**config.mk**
```make
export PLATFORM = sky130hd
export DESIGN_NAME = cpu_control_unit
export DESIGN_NICKNAME = d
export VERILOG_FILES = /design/src/rtl/cpu_pkg.sv /design/src/rtl/cpu_control_outputs.sv /design/src/rtl/cpu_control_unit.sv
export SDC_FILE = /design/constraint.sdc
export NUM_CORES = 1
export LEC_CHECK = 0
export CAP_MARGIN = 15
export CORE_MARGIN = 3
export CORE_UTILIZATION = 40
export CTS_BUF_LIST = sky130_fd_sc_hd__clkbuf_16
export CTS_CLUSTER_SIZE = 24
export DETAILED_ROUTE_END_ITERATION = 8
export PLACE_DENSITY_LB_ADDON = 0.05
export SYNTH_ARGS = -nofsm -noshare
export SYNTH_HDL_FRONTEND = slang
export SYNTH_SLANG_ARGS = --single-unit
```
**constraint.sdc**
```tcl
create_clock -name clk -period 1.8 [get_ports clk]
set_input_delay 0.54 -clock clk [delete_from_list [all_inputs] [get_ports clk]]
set_output_delay 0.54 -clock clk [all_outputs]
set_load 0.01 [all_outputs]
```
**src/rtl/cpu_pkg.sv**
```systemverilog
// cpu_pkg: opcodes, bus/ALU select codes, CCR bit indices and controller state
// encoding shared by cpu_control_unit, data_path and alu.
package cpu_pkg;

    localparam logic [7:0] OP_LDA_IMM = 8'h86;
    localparam logic [7:0] OP_LDA_DIR = 8'h87;
    localparam logic [7:0] OP_LDB_IMM = 8'h88;
    localparam logic [7:0] OP_LDB_DIR = 8'h89;
    localparam logic [7:0] OP_STA_DIR = 8'h96;
    localparam logic [7:0] OP_STB_DIR = 8'h97;
    localparam logic [7:0] OP_ADD_AB  = 8'h42;
    localparam logic [7:0] OP_SUB_AB  = 8'h43;
    localparam logic [7:0] OP_AND_AB  = 8'h44;
    localparam logic [7:0] OP_OR_AB   = 8'h45;
    localparam logic [7:0] OP_INCA    = 8'h46;
    localparam logic [7:0] OP_BRA     = 8'h20;
    localparam logic [7:0] OP_BMI     = 8'h21;
    localparam logic [7:0] OP_BEQ     = 8'h23;
    localparam logic [7:0] OP_HALT    = 8'hFF;

    localparam logic [2:0] ALU_ADD  = 3'b000;
    localparam logic [2:0] ALU_SUB  = 3'b001;
    localparam logic [2:0] ALU_AND  = 3'b010;
    localparam logic [2:0] ALU_OR   = 3'b011;
    localparam logic [2:0] ALU_INCA = 3'b100;

    localparam logic [1:0] FROM_ALU    = 2'b00;
    localparam logic [1:0] FROM_TO_BUS = 2'b01;
    localparam logic [1:0] FROM_MEMORY = 2'b10;

    localparam logic [1:0] TO_PC = 2'b00;
    localparam logic [1:0] TO_A  = 2'b01;
    localparam logic [1:0] TO_B  = 2'b10;

    localparam int unsigned CCR_N = 3;
    localparam int unsigned CCR_Z = 2;
    localparam int unsigned CCR_V = 1;
    localparam int unsigned CCR_C = 0;

    typedef enum logic [4:0] {
        S_FETCH_0,
        S_FETCH_1,
        S_FETCH_2,
        S_DECODE_3,
        S_OPF_3,
        S_OPF_4,
        S_LDA_IMM_5,
        S_LDB_IMM_5,
        S_DIR_5,
        S_DIR_6,
        S_LDA_DIR_7,
        S_LDB_DIR_7,
        S_STA_DIR_6,
        S_STB_DIR_6,
        S_ADD_AB_3,
        S_SUB_AB_3,
        S_AND_AB_3,
        S_OR_AB_3,
        S_INCA_3,
        S_BR_3,
        S_BR_4_WAIT,
        S_BR_5,
        S_BR_4_SKIP,
        S_NOP_3,
        S_HALT
    } state_t;

    typedef struct packed {
        logic       ir_load;
        logic       mar_load;
        logic       pc_load;
        logic       pc_inc;
        logic       a_load;
        logic       b_load;
        logic       ccr_load;
        logic [2:0] alu_sel;
        logic [1:0] from_sel;
        logic [1:0] to_sel;
        logic       write;
    } ctrl_t;

    localparam ctrl_t CTRL_IDLE = '0;

    function automatic logic branch_taken(input logic [7:0] op, input logic [3:0] ccr);
        return (op == OP_BRA) ||
               ((op == OP_BEQ) && ccr[CCR_Z]) ||
               ((op == OP_BMI) && ccr[CCR_N]);
    endfunction

endpackage

```
**src/rtl/cpu_control_outputs.sv**
```systemverilog
// cpu_control_outputs: combinational state -> datapath strobe decoder (Moore outputs).
module cpu_control_outputs
    import cpu_pkg::*;
(
    input  state_t state,
    output ctrl_t  ctrl
);

    always_comb begin
        ctrl = CTRL_IDLE;
        case (state)
            S_FETCH_0, S_OPF_3, S_BR_3: begin
                ctrl.to_sel   = TO_PC;
                ctrl.from_sel = FROM_TO_BUS;
                ctrl.mar_load = 1'b1;
            end
            S_FETCH_1, S_OPF_4, S_BR_4_SKIP: begin
                ctrl.pc_inc = 1'b1;
            end
            S_FETCH_2: begin
                ctrl.from_sel = FROM_MEMORY;
                ctrl.ir_load  = 1'b1;
            end
            S_LDA_IMM_5, S_LDA_DIR_7: begin
                ctrl.from_sel = FROM_MEMORY;
                ctrl.a_load   = 1'b1;
            end
            S_LDB_IMM_5, S_LDB_DIR_7: begin
                ctrl.from_sel = FROM_MEMORY;
                ctrl.b_load   = 1'b1;
            end
            S_DIR_5: begin
                ctrl.from_sel = FROM_MEMORY;
                ctrl.mar_load = 1'b1;
            end
            S_STA_DIR_6: begin
                ctrl.to_sel = TO_A;
                ctrl.write  = 1'b1;
            end
            S_STB_DIR_6: begin
                ctrl.to_sel = TO_B;
                ctrl.write  = 1'b1;
            end
            S_ADD_AB_3, S_SUB_AB_3, S_AND_AB_3, S_OR_AB_3, S_INCA_3: begin
                ctrl.to_sel   = TO_A;
                ctrl.from_sel = FROM_ALU;
                ctrl.a_load   = 1'b1;
                ctrl.ccr_load = 1'b1;
                case (state)
                    S_SUB_AB_3: ctrl.alu_sel = ALU_SUB;
                    S_AND_AB_3: ctrl.alu_sel = ALU_AND;
                    S_OR_AB_3:  ctrl.alu_sel = ALU_OR;
                    S_INCA_3:   ctrl.alu_sel = ALU_INCA;
                    default:    ctrl.alu_sel = ALU_ADD;
                endcase
            end
            S_BR_5: begin
                ctrl.from_sel = FROM_MEMORY;
                ctrl.pc_load  = 1'b1;
            end
            default: begin
                ctrl = CTRL_IDLE;
            end
        endcase
    end

endmodule

```
**src/rtl/cpu_control_unit.sv**
```systemverilog
// cpu_control_unit: multi-cycle fetch/decode/execute sequencer for the 8-bit CPU datapath.
// Build option HALT_INSN_EN: opcode 0xFF parks the controller in S_HALT until reset.
module cpu_control_unit
    import cpu_pkg::*;
#(
    parameter state_t      RESET_STATE = S_FETCH_0,
    parameter int unsigned MEM_RD_LAT  = 1
) (
    input  logic       clk,
    input  logic       reset,
    input  logic [7:0] IR,
    input  logic [3:0] CCR,
    output logic       IR_LOAD,
    output logic       MAR_LOAD,
    output logic       PC_LOAD,
    output logic       PC_INC,
    output logic       A_LOAD,
    output logic       B_LOAD,
    output logic       CCR_LOAD,
    output logic [2:0] ALU_SEL,
    output logic [1:0] FROM_MEMORY_BUS_SEL,
    output logic [1:0] TO_MEMORY_BUS_SEL,
    output logic       write,
    output logic       halted
);

    // The wait states below assume memory data is valid one cycle after MAR loads.
    if (MEM_RD_LAT != 1) begin : g_bad_mem_rd_lat
        $error("cpu_control_unit supports only MEM_RD_LAT == 1");
    end

    state_t state;
    state_t state_next;
    ctrl_t  ctrl_dec;
    ctrl_t  ctrl;

    always_comb begin
        state_next = S_FETCH_0;
        case (state)
            S_FETCH_0: state_next = S_FETCH_1;
            S_FETCH_1: state_next = S_FETCH_2;
            S_FETCH_2: state_next = S_DECODE_3;
            S_DECODE_3: begin
                case (IR)
                    OP_LDA_IMM, OP_LDB_IMM, OP_LDA_DIR,
                    OP_LDB_DIR, OP_STA_DIR, OP_STB_DIR: state_next = S_OPF_3;
                    OP_ADD_AB: state_next = S_ADD_AB_3;
                    OP_SUB_AB: state_next = S_SUB_AB_3;
                    OP_AND_AB: state_next = S_AND_AB_3;
                    OP_OR_AB:  state_next = S_OR_AB_3;
                    OP_INCA:   state_next = S_INCA_3;
                    OP_BRA, OP_BEQ, OP_BMI: state_next = S_BR_3;
`ifdef HALT_INSN_EN
                    OP_HALT:   state_next = S_HALT;
`endif
                    default:   state_next = S_NOP_3;
                endcase
            end
            S_OPF_3: state_next = S_OPF_4;
            S_OPF_4: begin
                if (IR == OP_LDA_IMM)
                    state_next = S_LDA_IMM_5;
                else if (IR == OP_LDB_IMM)
                    state_next = S_LDB_IMM_5;
                else
                    state_next = S_DIR_5;
            end
            // Direct loads and stores share the address fetch; only loads need the read wait.
            S_DIR_5: begin
                if (IR == OP_STA_DIR)
                    state_next = S_STA_DIR_6;
                else if (IR == OP_STB_DIR)
                    state_next = S_STB_DIR_6;
                else
                    state_next = S_DIR_6;
            end
            S_DIR_6: state_next = (IR == OP_LDB_DIR) ? S_LDB_DIR_7 : S_LDA_DIR_7;
            S_BR_3:  state_next = branch_taken(IR, CCR) ? S_BR_4_WAIT : S_BR_4_SKIP;
            S_BR_4_WAIT: state_next = S_BR_5;
`ifdef HALT_INSN_EN
            S_HALT: state_next = S_HALT;
`endif
            default: state_next = S_FETCH_0;
        endcase
    end

    always_ff @(posedge clk or negedge reset) begin
        if (!reset)
            state <= RESET_STATE;
        else
            state <= state_next;
    end

    cpu_control_outputs u_outputs (
        .state (state),
        .ctrl  (ctrl_dec)
    );

    // Reset idles every strobe at once, even though the reset state itself drives MAR_LOAD.
    assign ctrl = reset ? ctrl_dec : CTRL_IDLE;

    assign IR_LOAD             = ctrl.ir_load;
    assign MAR_LOAD            = ctrl.mar_load;
    assign PC_LOAD             = ctrl.pc_load;
    assign PC_INC              = ctrl.pc_inc;
    assign A_LOAD              = ctrl.a_load;
    assign B_LOAD              = ctrl.b_load;
    assign CCR_LOAD            = ctrl.ccr_load;
    assign ALU_SEL             = ctrl.alu_sel;
    assign FROM_MEMORY_BUS_SEL = ctrl.from_sel;
    assign TO_MEMORY_BUS_SEL   = ctrl.to_sel;
    assign write               = ctrl.write;

`ifdef HALT_INSN_EN
    assign halted = (state == S_HALT);
`else
    assign halted = 1'b0;
`endif

endmodule

```
==> impl.org, run 1 <==
** Run status
- Result of the run :: aborted with a tool error
- Fail Step :: global routing
- The first error in the log reads "[ERROR DPL-0038] Utilization greater than 100%, impossible to legalize".

** STA
- After the last repair the worst path ends at a top-level output.
- Worst endpoint, post-GRT repair :: ALU_SEL[0]

** Die
- Initial cell density of the core :: 43.0%
- From left edge to right edge, the die measures approximately 52 um.
- Die height :: roughly 52 um
- The floorplan has 16 rows.
- 30 I/O pins were placed.

** Placement
- PortBufs :: 26
- Routability-driven placement finished with a final weighted congestion of between 0.8 and 0.9.
- Once detailed placement completed, the half-perimeter wirelength came to between 2 and 2.5 mm.
- Total cell area at the placement stage :: about 1400 um^2
- Place WS :: -0.812 ns

** Synth
- Distinct cells, synth :: 40
- Combined area of all synthesized cells :: about 850 um^2
- Register bit total from synthesis :: 5
- Post-synthesis xor/xnor area fraction :: 1.03%
- Of the total synthesized cell area, the portion taken by full adders, half adders and majority gates is 0%.
- Area fraction in compound gates after synthesis :: between 20% and 30%
- Gate count after technology mapping :: 135
- Cell type with the largest total area after synthesis :: dfrtp_1
- Counting flops with a built-in enable in the synthesized netlist gives 0.
- Dominant combinational cell family by area after synthesis :: simple AND/OR/NAND/NOR gates
- Avg Synthesized Cell Area :: ~6.3 um^2
- Of the total synthesized cell area, the portion taken by AND, OR, NAND and NOR gates is a little over half.
- Most instantiated flip-flop cell in the synthesis netlist :: dfrtp_1
- For this run, asynchronously set or reset flops after synthesis account for 100%.
- Net count after synthesis :: 149
- Multiplexer cells account for 0% of the synthesized area.
- Sequential elements use 14.7% of the synthesized area.
- Main area contributors after synthesis :: dfrtp_1 (15%), a21oi_1 (8.8%), nand2_1 (6.2%)
- The synthesized design devotes to its leading area cell type between 10 and 15% of total area.
- Yosys printed 0 warnings.

** CTS
- CTS placed an instance of clkbuf_16 at the clock tree root.
- Sinks on the clock net :: 5
- Hold repair after CTS inserted 0 buffers.
- Buffers inserted during clock tree synthesis total 3.
- The longest clock path from root to sink contains 2 buffers.
- # H-tree levels :: 1

** Global route
- Entering global routing, the biggest net connects 10 pins.
[timing repair]
item | CTS
cloned | 0
resized for setup | 145
setup endpoints to repair | 20
pin swaps | 23
setup buffers | 24
[cell usage after synthesis (2+ instances only)]
cell type,count
nor3b_1,2
inv_1,2
nand3_1,9
nor4bb_1,2
nand2_1,14
nor4_1,3
o21ai_0,7
o22ai_1,2
clkbuf_1,8
nand2b_1,8
o21a_1,2
nor2_1,11
dfrtp_1,5
nor2b_1,5
or3_1,5
nor3_1,9
and3_1,2
nand4_1,2
nor4b_1,2
a21oi_1,15
[logic make-up after synthesis]
| kind of cell | after synthesis |
|---|---|
| other cells | 1 |
| compound gates | 34 |
| buf+inv | 13 |
| simple gates | 81 |
| flops | 5 |
| xor+xnor | 1 |
[metrics by stage]
| stage | hold WS [ns] | instances | utilization [%] |
|---|---|---|---|
| 4_1_cts | 0.449 | 243 | 90.0 |
| 3_5_place_dp | 0.604 | 216 | 69.9 |
| 3_3_place_gp | 0.608 | 216 | 69.9 |
| 2_1_floorplan | 0.244 | 135 | - |
==> run 2, diff against run 1 <==
Settings changed: CORE_AREA set to 3 3 64 66, CORE_MARGIN 3 to unset, CORE_UTILIZATION 40 to unset, CTS_BUF_LIST sky130_fd_sc_hd__clkbuf_16 to unset, CTS_CLUSTER_SIZE 24 to unset, DIE_AREA set to 0 0 67 69, PLACE_DENSITY_LB_ADDON 0.05 to 0.15.
Clock period 1.8 ns to 2.3 ns, I/O delays scaled along.
==> run 2 against run 1 <==
The flow now finishes without violations. Synthesized cell count did not move. Area after synthesis did not move.
==> impl.org, run 2 <==
** Run status
- Result of the run :: finished clean

** STA
- The final critical path takes up between 90% and 100% of the cycle.
- The number of endpoints with negative hold slack in the final report is 0.
- Achievable Freq :: around 0.44 GHz
- Total negative slack :: 0 ns
- Setup Viol. Count Final :: 0
- Number of pins exceeding their max-slew limit in the final report :: 0
- Setup repair after global routing could not meet its margin everywhere.
- Across the routed clock network, the largest skew measured is between 0.007 and 0.008 ns.
- Time the final worst path needs with I/O delays and setup :: between 2 and 2.5 ns
- Hold timing on the final database bottoms out at a slack of 0.486 ns.

** Synth
- The synthesized design spends more area on one cell type than any other, namely dfrtp_1.
- The netlist area before placement was 852 um^2 (unchanged).
- The fraction of the mapped netlist area in adder cells is 0% (unchanged).
- The number of warnings issued by yosys is 0 (unchanged).
- The area fraction in compound gates after synthesis came to 23.9% (unchanged).
- Most used standard cell by instance count after synthesis :: a21oi_1
- Gate count after technology mapping :: 135 (unchanged)
- Net count after synthesis :: 149 (unchanged)
- The number of synthesized flops with an enable pin is 0 (unchanged).
- The portion of synthesized cell area occupied by the leading cell type was 14.7% (unchanged).
- The number of different library cells in the post-synthesis netlist is 40 (unchanged).
- The fraction of the mapped netlist area in simple logic gates came to 52.7% (unchanged).
- Among all flip-flop cells after synthesis, the most frequent one is dfrtp_1.
- Async set or reset register ratio after synthesis :: 100% (unchanged)
- Post-synthesis xor/xnor area fraction :: 1.03% (unchanged)
- Register bit total from synthesis :: 5 (unchanged)
- Mux share of post-synthesis cell area :: 0% (unchanged)
- Avg Synthesized Cell Area :: 6.31 um^2 (unchanged)
- Sorting the synthesized cells by area gives the leading types as dfrtp_1 (15%), a21oi_1 (8.8%), nand2_1 (6.2%).
- Dominant combinational cell family by area after synthesis :: simple AND/OR/NAND/NOR gates
- The sequential share of the synthesized area was 14.7% (unchanged).
- Synth top cells by count :: a21oi_1 (15), nand2_1 (14), nor2_1 (11)

** CTS
- The hold buffer count at cts was 0 (unchanged).
- TritonCTS clock tree :: built
- Clock Root Buffer :: clkbuf_8
- The total CTS buffers is 3 (unchanged).
- # H-tree levels :: 1 (unchanged)
- Clock-pin slew was measured on the worst setup and hold paths at approximately 0.040 ns.
- The number of sinks driven by the clock tree is 5 (unchanged).
- Buffer depth of the longest clock path :: 2 (unchanged)
- Clock latency at the later pin of the worst-skew pair :: around 0.23 ns

** Die
- The top-level I/O count was 30 (unchanged).
- The cell row count is 22 (+6).
- The height of the die is 69 um (+32%).
- Die Outline Area :: around 4600 um^2
- The effective utilization at floorplan came to 23.5% (-20 points).
- The core region is roughly 3600 um^2.
- The floorplan die width is 67 um (+28%).

** Power
- Net switching is a little over two fifths of the power.
- The internal power of the cells totals roughly 930 uW.
- The worst-case IR drop observed on VDD is about 0.23 mV.
- Logic pwr share :: 76.1%
- Leakage power :: approximately 0.77 nW
- Net switching power figure :: just under 700 uW
- Proportion of power drawn by the clock network :: 10.4%
- For this design the ratio of total power to cell area is between 900 and 1000 nW/um^2.
- Sequential cells burn between 10% and 20% of the power.

** Layout
- Most frequent standard cell in the layout excluding fill and tap cells :: buf_4
- Highest-count cells in the layout ignoring fill and taps :: buf_4 (55), nand2_1 (12), a21oi_1 (12)
- Filler instances :: 402
- In the final layout, the registers with the most flip-flops are state x5.
- Antenna diode instance count :: 0
- Signed area change from the synthesized netlist to the final layout :: 95.3%
- Top register by number of flip-flops :: state
- Share of final-layout standard cells stronger than drive strength 1 :: between 40 and 50%
- The net count of the finished layout is approximately 230.
- Count of placed standard cells in the final layout, fillers left out :: about 260
- Number of flip-flops under the largest register name :: 5

** Global route
- The via count of the first global-routing pass is ~1200.
- The first global-routing pass estimated ~5.6 mm of wire.
- Total overflow reported by the global router :: 0
- Global routing consumed, over all layers together, 15.0% of the routing resources.
- Initial antenna violation count :: 0
- Entering global routing, the biggest net connects 9 pins.

** Critical path
- Cell-by-cell trace of the critical path :: clkdlybuf4s50_1 > or4b_1 > or3_4 > and3_4 > o21ai_4 > a21oi_2
- The slowest stage of the critical path belongs to the cell clkdlybuf4s50_1.
- Reg2Reg Capture Point :: state[0]
- The startpoint identified for the worst register-to-register timing path is state[4].
- Data required time of the worst path :: roughly 2.4 ns
- Count of cell instances traversed by the critical path :: 6
- Top cell family by delay on the critical path :: simple AND/OR/NAND/NOR gates
- Crit path launch type :: primary input
- Largest stage delay on the critical path :: ~0.47 ns
- Nature of the critical path endpoint :: flip-flop
- The worst register-to-register path has a depth of 5.
- For the worst setup path, the data arrival time is around 2.4 ns.
- Crit path max fanout :: 2
- The worst register-to-register path has a setup slack of 0.39 ns.
- Worst path buffer plus inverter count :: 1
- By startpoint and endpoint, the worst setup path is classified as in -> reg.

** Min path
- In this run the worst hold path is classified as in -> async.

** Route
- In the routed design, unresolved DRC markers number 0.
- The routed design has between 3 and 4 mm of wire.
- Vias per inst :: 4.91
- The routed layout has about 1300 vias.
- In this run the remaining antenna-violating nets after routing total 0.
- The first detailed-routing pass took 4 iterations.
- DRC marker count from the first detailed-route iteration :: 27
- Avg WL per Cell :: 13.0 um

** Placement
- Routability Congestion :: 0.800 (-7.3%)
- Dpl cells :: 242 (+12%)
- Half-perimeter wire length of the detailed placement result :: 2.52 mm (+9.0%)
- PortBufs :: 26 (unchanged)

** Run
- Max capacitance violation total :: 0
run 2: logic make-up after synthesis:
family | after synthesis
AO/OA/AOI/OAI | 34
XOR/XNOR | 1
buffers and inverters | 13
flip-flops | 5
other | 1
AND/OR/NAND/NOR | 81
run 2: power groups by stage:
stage / combinational [mW] / clock [mW] / sequential [mW]
6_report: 1.24 / 0.169 / 0.219
5_1_grt: 1.34 / 0.183 / 0.226
4_1_cts: 1.16 / 0.174 / 0.216
3_5_place_dp: 0.995 / 0 / 0.234
3_3_place_gp: 0.985 / 0 / 0.232
2_1_floorplan: 0.525 / 0 / 0.158
run 2: cell type report:
type | instances | area, um^2 | share of cell area, %
Inverter | 2 | 7.51 | 0.451
Clock buffer | 4 | 45.0 | 2.71
Sequential cell | 5 | 131 | 7.89
Multi-Input combinational cell | 117 | 774 | 46.5
Tap cell | 48 | 60.1 | 3.61
Timing Repair Buffer | 82 | 646 | 38.8
run 2: how the worst max path moves through the flow:
stage	slack [ns]	from	endpoint
floorplan	0.22	IR[4]	state[4]
detailed placement	-0.66	reset	B_LOAD
global placement	-0.63	reset	B_LOAD
CTS	0.003	state[2]	ALU_SEL[1]
finish	0.03	IR[7]	state[4]
global route	-0.04	state[3]	FROM_MEMORY_BUS_SEL[1]
run 2: per-stage QoR:
stage / util [%] / power [mW] / cell area (um^2) / setup slack (ns)
detailed placement: 39.9 / 1.23 / 1450 / -0.661
global route: 45.8 / 1.75 / 1660 / -0.0366
CTS: 44.1 / 1.55 / 1600 / 0.00327
floorplan: - / 0.683 / 852 / 0.216
finish: 45.8 / 1.62 / 1660 / 0.0343
global placement: 39.9 / 1.22 / 1450 / -0.627
run 2: worst register-to-register path: stages, from the launching register on:
cell	delay, ns
dfrtp_2	0.44
buf_4	0.19
buf_4	0.15
or4b_2	0.70
buf_4	0.17
o211ai_2	0.17
run 2: layer usage:
metal	vias up	share of wire [%]	GRT usage, %
met1	587	43	17.7
met2	28	52	27.1
met4	0	1.6	5.63
met5	-	0	0
met3	5	3.7	1.47
li1	646	-	-
run 2: repair_timing:
| item | 4_1_cts | 5_1_grt |
|---|---|---|
| setup endpoints to repair | 18 | 15 |
| buffers inserted | 11 | 1 |
| gates resized for setup | 37 | 33 |
| pin swaps | 3 | 5 |
No activity file was read; power rests on OpenSTA's default activity.
